**src/rtl/grf_wb_arbiter.sv**
```systemverilog
// ---------------------------------------------------------------------------
// grf_wb_arbiter
//
// Shares the single GRF write port among three result producers
// (0 = EX/ALU, 1 = MEM/load, 2 = MDU). Each cycle, a round-robin search
// starting at ptr picks at most one requester. The winning write is
// registered and then drives the GRF write inputs in the following cycle.
//
// Parameters:
//   DROP_ZERO  1: a grant to register $0 loads the fields but keeps grf_we=0
//              0: a grant to register $0 is forwarded with grf_we=1
//
// Ports:
//   clk, reset                 clock, synchronous active-high reset
//   wb_stall                   freezes arbitration (no grants, ptr holds)
//   req0..2                    write-back request of producer k
//   addr0..2 / data0..2 / pc0..2  destination, data and PC of producer k
//   gnt0..2                    combinational grant; request consumed this cycle
//   grf_we/grf_a3/grf_wd/grf_pc  registered GRF write port (WE, A3, WD, PCnow)
//   ptr                        round-robin pointer (0..2), debug/coverage
// ---------------------------------------------------------------------------
module grf_wb_arbiter #(
    parameter bit DROP_ZERO = 1'b1
) (
    input  logic        clk,
    input  logic        reset,
    input  logic        wb_stall,
    input  logic        req0,
    input  logic        req1,
    input  logic        req2,
    input  logic [4:0]  addr0,
    input  logic [4:0]  addr1,
    input  logic [4:0]  addr2,
    input  logic [31:0] data0,
    input  logic [31:0] data1,
    input  logic [31:0] data2,
    input  logic [31:0] pc0,
    input  logic [31:0] pc1,
    input  logic [31:0] pc2,
    output logic        gnt0,
    output logic        gnt1,
    output logic        gnt2,
    output logic        grf_we,
    output logic [4:0]  grf_a3,
    output logic [31:0] grf_wd,
    output logic [31:0] grf_pc,
    output logic [1:0]  ptr
);

    logic [1:0]  ptr_q, ptr_d;
    logic        we_q, we_d;
    logic [4:0]  a3_q, a3_d;
    logic [31:0] wd_q, wd_d;
    logic [31:0] pc_q, pc_d;

    logic [2:0]  gnt_s;
    logic        gnt_any_s;
    logic [1:0]  gnt_idx_s;
    logic [4:0]  sel_addr_s;
    logic [31:0] sel_data_s;
    logic [31:0] sel_pc_s;

    // Round-robin grant: search ptr, ptr+1, ptr+2 (mod 3); reset/stall block all grants.
    always_comb begin
        gnt_s = 3'b000;
        if (reset || wb_stall) begin
            gnt_s = 3'b000;
        end else begin
            case (ptr_q)
                2'd1: begin
                    if (req1)      gnt_s = 3'b010;
                    else if (req2) gnt_s = 3'b100;
                    else if (req0) gnt_s = 3'b001;
                    else           gnt_s = 3'b000;
                end
                2'd2: begin
                    if (req2)      gnt_s = 3'b100;
                    else if (req0) gnt_s = 3'b001;
                    else if (req1) gnt_s = 3'b010;
                    else           gnt_s = 3'b000;
                end
                // ptr is never 3; treat it like 0 so a corrupted pointer still arbitrates.
                default: begin
                    if (req0)      gnt_s = 3'b001;
                    else if (req1) gnt_s = 3'b010;
                    else if (req2) gnt_s = 3'b100;
                    else           gnt_s = 3'b000;
                end
            endcase
        end
    end

    // Select the granted producer's write fields.
    always_comb begin
        gnt_any_s  = 1'b0;
        gnt_idx_s  = 2'd0;
        sel_addr_s = 5'd0;
        sel_data_s = 32'd0;
        sel_pc_s   = 32'd0;
        case (gnt_s)
            3'b001: begin
                gnt_any_s  = 1'b1;
                gnt_idx_s  = 2'd0;
                sel_addr_s = addr0;
                sel_data_s = data0;
                sel_pc_s   = pc0;
            end
            3'b010: begin
                gnt_any_s  = 1'b1;
                gnt_idx_s  = 2'd1;
                sel_addr_s = addr1;
                sel_data_s = data1;
                sel_pc_s   = pc1;
            end
            3'b100: begin
                gnt_any_s  = 1'b1;
                gnt_idx_s  = 2'd2;
                sel_addr_s = addr2;
                sel_data_s = data2;
                sel_pc_s   = pc2;
            end
            default: begin
                gnt_any_s = 1'b0;
            end
        endcase
    end

    // Next pointer and next output-register contents.
    always_comb begin
        ptr_d = ptr_q;
        we_d  = 1'b0;
        a3_d  = a3_q;
        wd_d  = wd_q;
        pc_d  = pc_q;
        if (gnt_any_s) begin
            ptr_d = (gnt_idx_s == 2'd2) ? 2'd0 : (gnt_idx_s + 2'd1);
            a3_d  = sel_addr_s;
            wd_d  = sel_data_s;
            pc_d  = sel_pc_s;
            // $0 writes still load the fields so the log path sees them.
            we_d  = !(DROP_ZERO && (sel_addr_s == 5'd0));
        end else begin
            ptr_d = ptr_q;
            we_d  = 1'b0;
        end
    end

    // Pointer and GRF write-port registers.
    always_ff @(posedge clk) begin
        if (reset) begin
            ptr_q <= 2'd0;
            we_q  <= 1'b0;
            a3_q  <= 5'd0;
            wd_q  <= 32'd0;
            pc_q  <= 32'd0;
        end else begin
            ptr_q <= ptr_d;
            we_q  <= we_d;
            a3_q  <= a3_d;
            wd_q  <= wd_d;
            pc_q  <= pc_d;
        end
    end

    assign gnt0   = gnt_s[0];
    assign gnt1   = gnt_s[1];
    assign gnt2   = gnt_s[2];
    assign grf_we = we_q;
    assign grf_a3 = a3_q;
    assign grf_wd = wd_q;
    assign grf_pc = pc_q;
    assign ptr    = ptr_q;

endmodule

```
**config.mk**
```make
export PLATFORM = sky130hd
export DESIGN_NAME = grf_wb_arbiter
export DESIGN_NICKNAME = d
export VERILOG_FILES = /design/src/rtl/grf_wb_arbiter.sv
export SDC_FILE = /design/constraint.sdc
export NUM_CORES = 1
export LEC_CHECK = 0
export ABC_CLOCK_PERIOD_IN_PS = 2610
export CAP_MARGIN = 20
export CORE_ASPECT_RATIO = 0.8
export CORE_UTILIZATION = 30
export DETAILED_ROUTE_END_ITERATION = 6
export PLACE_DENSITY_LB_ADDON = 0.3
export SYNTH_ARGS = -nofsm -noshare
export SYNTH_HDL_FRONTEND = slang
export SYNTH_SLANG_ARGS = --single-unit
```
**constraint.sdc**
```tcl
create_clock -name clk -period 2.61 [get_ports clk]
set_clock_uncertainty 0.15 [all_clocks]
set_input_delay 0.3915 -clock clk [delete_from_list [all_inputs] [get_ports clk]]
set_output_delay 0.3915 -clock clk [all_outputs]
set_load 0.05 [all_outputs]
```
# Word level (Yosys, flattened, before mapping)
# Index checks and enable logic that the tools add are counted.
# totals
ff_bits	72
latchBits	0
ramBits	0
mem_bits_ro	0
input_bits	213
output_inout_bits	75
word_cells	35
n_memories	0
# op_classes
addsub	1
n_mul	0
div_mod_pow	0
order_cmp	0
eq_ne	6
shift	0
muxes	17
n_bitwise	1
n_reduce_logical	5
# ops
cell	n
32-bit one-hot mux with 3 select lines	2
3-bit two-way mux	7
5-bit one-hot mux with 3 select lines	1
2-bit two-way mux	3
3-bit one-hot mux with 2 select lines	1
5-bit logical NOT	1
2-bit equality test (second input constant)	2
2-bit one-hot mux with 2 select lines	1
3-bit by 1-bit equality test with 1-bit output (second input constant)	1
3-bit by 2-bit equality test with 1-bit output (second input constant)	1
3-bit equality test (second input constant)	1
3-bit OR reduction	1
2-bit by 1-bit adder with 2-bit output (second input constant)	1
2-bit by 1-bit equality test with 1-bit output (second input constant)	1
1-bit two-way mux	2
2-bit OR reduction	1
1-bit logical NOT	1
1-bit logical OR	1
1-bit NOT	1

# Longest topological paths before layout
# depth
depth_word	10
depth_mapped	11
depth_no_buf	8

# Least setup slack after synthesis
# OpenSTA, ideal clock, no wires.
# synth_timing
path_kind	register to register
startpoint	reg ptr_q[0], in the netlist ptr[0]
endpoint	reg pc_q[10], in the netlist grf_pc[10]
setup_time_ns	0.139
arrival_time_ns	2.881
required_time_ns	2.321
path_slack_ns	-0.560
path_stages_with_launch	11
n_path_buf	3
period_less_slack_ns	3.170
cell_sequence	dfxtp_1 -> inv_1 -> ha_1 -> or2_4 -> o2111a_1 -> and2_4 -> buf_6 -> buf_6 -> buf_2 -> a222oi_1 -> a221oi_1
# synth_between
elab_chain_len	6
elab_cells_between_ends	10
cone_classes	eq/ne: 5; mux: 4; reduce/logical: 1
# synth_rtl
item	line_no	rtl
from (decl)	50	logic [1:0] ptr_q, ptr_d;
from (signal assigned)	157	ptr_q <= ptr_d;
2-bit equality test / 2-bit by 1-bit equality test with 1-bit output (equally long branches)	69	case (ptr_q)
3-bit one-hot mux with 2 select lines (*)	69	
3-bit two-way mux (*)	66	if (reset || wb_stall) begin
via gnt0	40	output logic gnt0,
3-bit equality test, or another cell as far along	100	case (gnt_s)
3-bit OR reduction (no source line)	--	
1-bit two-way mux	100	
to (signal assigned)	161	pc_q <= pc_d;
to (decl)	54	logic [31:0] pc_q, pc_d;
# The timed path passes the listed nets; every way through them passes the cells marked *.
# A chain may end at the register's enable or synchronous reset.

# Worst setup path in the final report
# layout_timing
startpoint	reg ptr_q[0], in the netlist ptr[0]
endpoint	reg wd_q[14], in the netlist grf_wd[14]
# layout_between
elab_chain_len	6
elab_cells_between_ends	10
cone_classes	eq/ne: 5; mux: 4; reduce/logical: 1
# layout_rtl
item	line_no	rtl
2-bit equality test / 2-bit by 1-bit equality test with 1-bit output (equally long branches)	69	
3-bit one-hot mux with 2 select lines (*)	69	
3-bit two-way mux (*)	66	
3-bit equality test, or another cell as far along	100	
3-bit OR reduction (no source line)	--	
1-bit two-way mux	100	
to (signal assigned)	160	wd_q <= wd_d;
to (decl)	53	logic [31:0] wd_q, wd_d;
# Every way passes the cells marked *; elsewhere a longest branch is shown, timed or not.

==> metrics.md <==
| Metric | Value |
|---|---|
| Syn avg cell area | 9.704 µm² |
| Setup violations, final | 0 |
| DP HPWL | 11080 µm |
| Num rows | 35 |
| Slowest stage delay, CP | 430 ps |
| Worst Setup End Kind | register |
| ANT cells | 0 |
| Post-route ant nets | 0 |
| Crit-path max FO | 42 |
| Clock Sinks | 72 |
| Synth-to-layout area growth | 96.82% |
| First-pass GRT wire length | 23220 µm |
| RSZ-0062 raised after global routing | false |
| Initial antenna violation count | 0 |
| Area leader, netlist | dfxtp_1 |
| Met3 Use GR | 7.569% |
| Hold Fails Final Rpt | 0 |
| HP Class | register to register |
| Netlist cell types | 36 |
| Pleak | 2.436 nW |
| Met1 usage | 25.98% |
| GPL Wtd Cong | 0.8256 |
| Final Core Density | 61.16% |
| Share of layout cells above drive strength 1 | 9.939% |
| Syn nets | 588 |
| Async S/R FF share, synth | 0% |
| DRC viols | 43 |
| Wire per inst | 19.00 µm |
| Delay-heaviest family, CP | compound AO/OA/AOI/OAI gates |
| Final max-slew violation count | 0 |
| WP data required | 2620 ps |
| Multi-input gate area | 1884 µm² |
| Postcts setup bufs | 0 |
| Max-Cap Viols | 0 |
| Starting Density | 31.07% |
| Cells after synthesis | 373 |
| Die Footprint | 12510 µm² |
| EDFF count, synth | 0 |
| #FFs+latches synth | 72 |
| IO Port Bufs | 287 |
| Slew margin rel. | 46.27% |
| Routed vias/inst | 5.698 |
| TritonCTS clock tree | yes |
| Boundary pin count | 288 |
| Post-route setup TNS | 0 ps |
| Largest cells by area after synthesis | dfxtp_1 40%, a222oi_1 18%, a221oi_1 15% |
| Met2 Usage GRT | 43.34% |
| Die width | 124.8 µm |
| Clock slew at reported path FFs | 60 ps |
| Crit path arrival time | 2490 ps |
| Largest net degree at the start of global routing | 72 |
| Crit path max-delay cell type | a222oi_1 |
| Slew @ Worst Pin | 805.9 ps |
| Die H | 100.2 µm |
| Synth Flop Type | dfxtp_1 |
| Dpl cell area | 6788 µm² |
| Fin area | 7124 µm² |
| Drt pass-1 iters | 7 |
| Yosys warnings | 0 |
| # nets final | 865 |
| Seq/Total Area, Yosys | 39.82% |
| H-tree depth | 3 |
| Register area | 1449 µm² |
| Number of global-route vias before repair | 4494 |
| Buf/Inv on CP | 2 |
| # fillers | 976 |
| Tcrit/Tclk final | 95.08% |
| DR iter-0 viols | 514 |
| Worst skew pair latency | 320 ps |
| Worst vdd ir | 0.0003717 V |
| CTS Buf Count | 9 |
| Detailed Route WL | 15240 µm |
| Crit Path Class | register to register |
| GRT busiest layer | met2 |
| Core area | 11650 µm² |
| Cell Pwr Density | 551.1 nW/µm² |
| Max Clk Rate | 403.0 MHz |
| Final min period | 2482 ps |
| Cell Chain, Critical Path | inv_2, ha_4, or2_4, o2111a_2, and2_4, buf_12, a222oi_1, a221oi_1 |
| Root Driver | clkbuf_16 |
| Vias | 4570 |
| Setup crit start kind | register |
| Grt ovf | 0 |
| GRT Util Overall | 23.35% |
| Yosys top cell area share | 39.82% |
| Longest Clk Path Bufs | 2 |
| Outcome | complete, but fails checks |
| Violated checks | DRC |
| Cell Area, Synth | 3620 µm² |
==> flip-flops by register name, summed over array words and instances, names as in the netlist <==
signal and cells:
grf_pc 32, grf_a3 5, grf_we 1, ptr 2, grf_wd 32
==> report_power, final <==
group | internal, W | leakage (nW) | total (W) | switching (W)
Combinational | 0.000634 | 1.69 | 0.00132 | 0.000687
Sequential | 0.00120 | 0.592 | 0.00125 | 0.0000527
Clock | 0.000891 | 0.157 | 0.00135 | 0.000461
==> worst paths after layout <==
check | startpoint | to | slack (ps) | cells after the start
hold reg to reg | grf_a3[3] | grf_a3[3] | 310 | 2
setup / recovery | ptr[0] | grf_wd[14] | 130 | 8
hold / removal | grf_a3[3] | grf_a3[3] | 310 | 2
setup reg to reg | ptr[0] | grf_wd[14] | 130 | 8
==> placed cells by master (no fill, tap or decap), types with 2 or more instances in the layout <==
| master | instances |
|---|---|
| a21oi_1 | 6 |
| a221oi_1 | 63 |
| a222oi_1 | 66 |
| a2bb2oi_1 | 4 |
| a32oi_1 | 3 |
| and2_4 | 2 |
| buf_12 | 14 |
| buf_4 | 19 |
| bufinv_16 | 2 |
| clkbuf_16 | 10 |
| clkdlybuf4s50_1 | 283 |
| dfxtp_1 | 70 |
| dfxtp_4 | 2 |
| inv_1 | 2 |
| inv_2 | 2 |
| nand3_1 | 6 |
| nor2_1 | 67 |
| nor2b_1 | 3 |
| nor3_1 | 2 |
| o2111a_2 | 2 |
| o21ai_1 | 2 |
| or3_1 | 2 |
==> kinds of logic (layout without fill, tap and decap cells) <==
group                      after synthesis  after routing  share of synthesized area, %
AOI/OAI and AO/OA                      153            153                         38.99
adders and majority gates                2              2                        0.6912
buffers and inverters                   55            336                         8.711
muxes                                    1              1                        0.6221
and+or+nand+nor                         90             90                         11.16
DFF                                     72             72                         39.82
==> tightest hold or removal path: stages, from the launching register on <==
cell and delay, ps:
dfxtp_1 300, nand3_1 60, a21oi_1 50
==> repair_timing <==
action / 4_1_cts / 5_1_grt
gates resized for setup: 0 / 1
endpoints found under the setup margin: 0 / 7
hold buffers: 0 / 0
==> cell type report <==
cell class | instances | area share (%)
tap | 148 | 2.599
clock buffer | 11 | 3.565
timing repair buffer | 317 | 45.77
inverter | 4 | 0.2107
multi-input combinational | 246 | 26.45
clock inverter | 4 | 1.071
sequential | 72 | 20.34
==> stage by stage <==
stage,total power (W),instances,setup WS [ps],hold WS [ps]
2_1_floorplan,0.001954,373,-23.95,390.3
3_3_place_gp,0.002570,787,-81.30,305.4
3_5_place_dp,0.002596,787,-174.4,310.0
4_1_cts,0.003968,802,143.3,318.3
5_1_grt,0.004085,802,12.93,351.8
6_report,0.003926,802,128.4,314.9
==> Yosys cell counts, types with 2 or more instances <==
library cell / count
or3_1: 2
ha_1: 2
nand3_1: 6
a32oi_1: 3
clkbuf_1: 24
buf_6: 12
dfxtp_1: 72
a21oi_1: 6
and2_4: 2
buf_2: 15
nor3_1: 2
nor2_1: 67
a221oi_1: 63
a222oi_1: 66
and2_1: 2
nor2b_1: 3
a2bb2oi_1: 4
inv_1: 3
o21ai_1: 2
==> routing by layer <==
metal	vias up	share of wire (%)
li1	2145	-
met1	2170	38
met2	235	51
met3	20	9.8
met4	0	1.1
met5	-	0
Power figures use the tool's default switching activity.
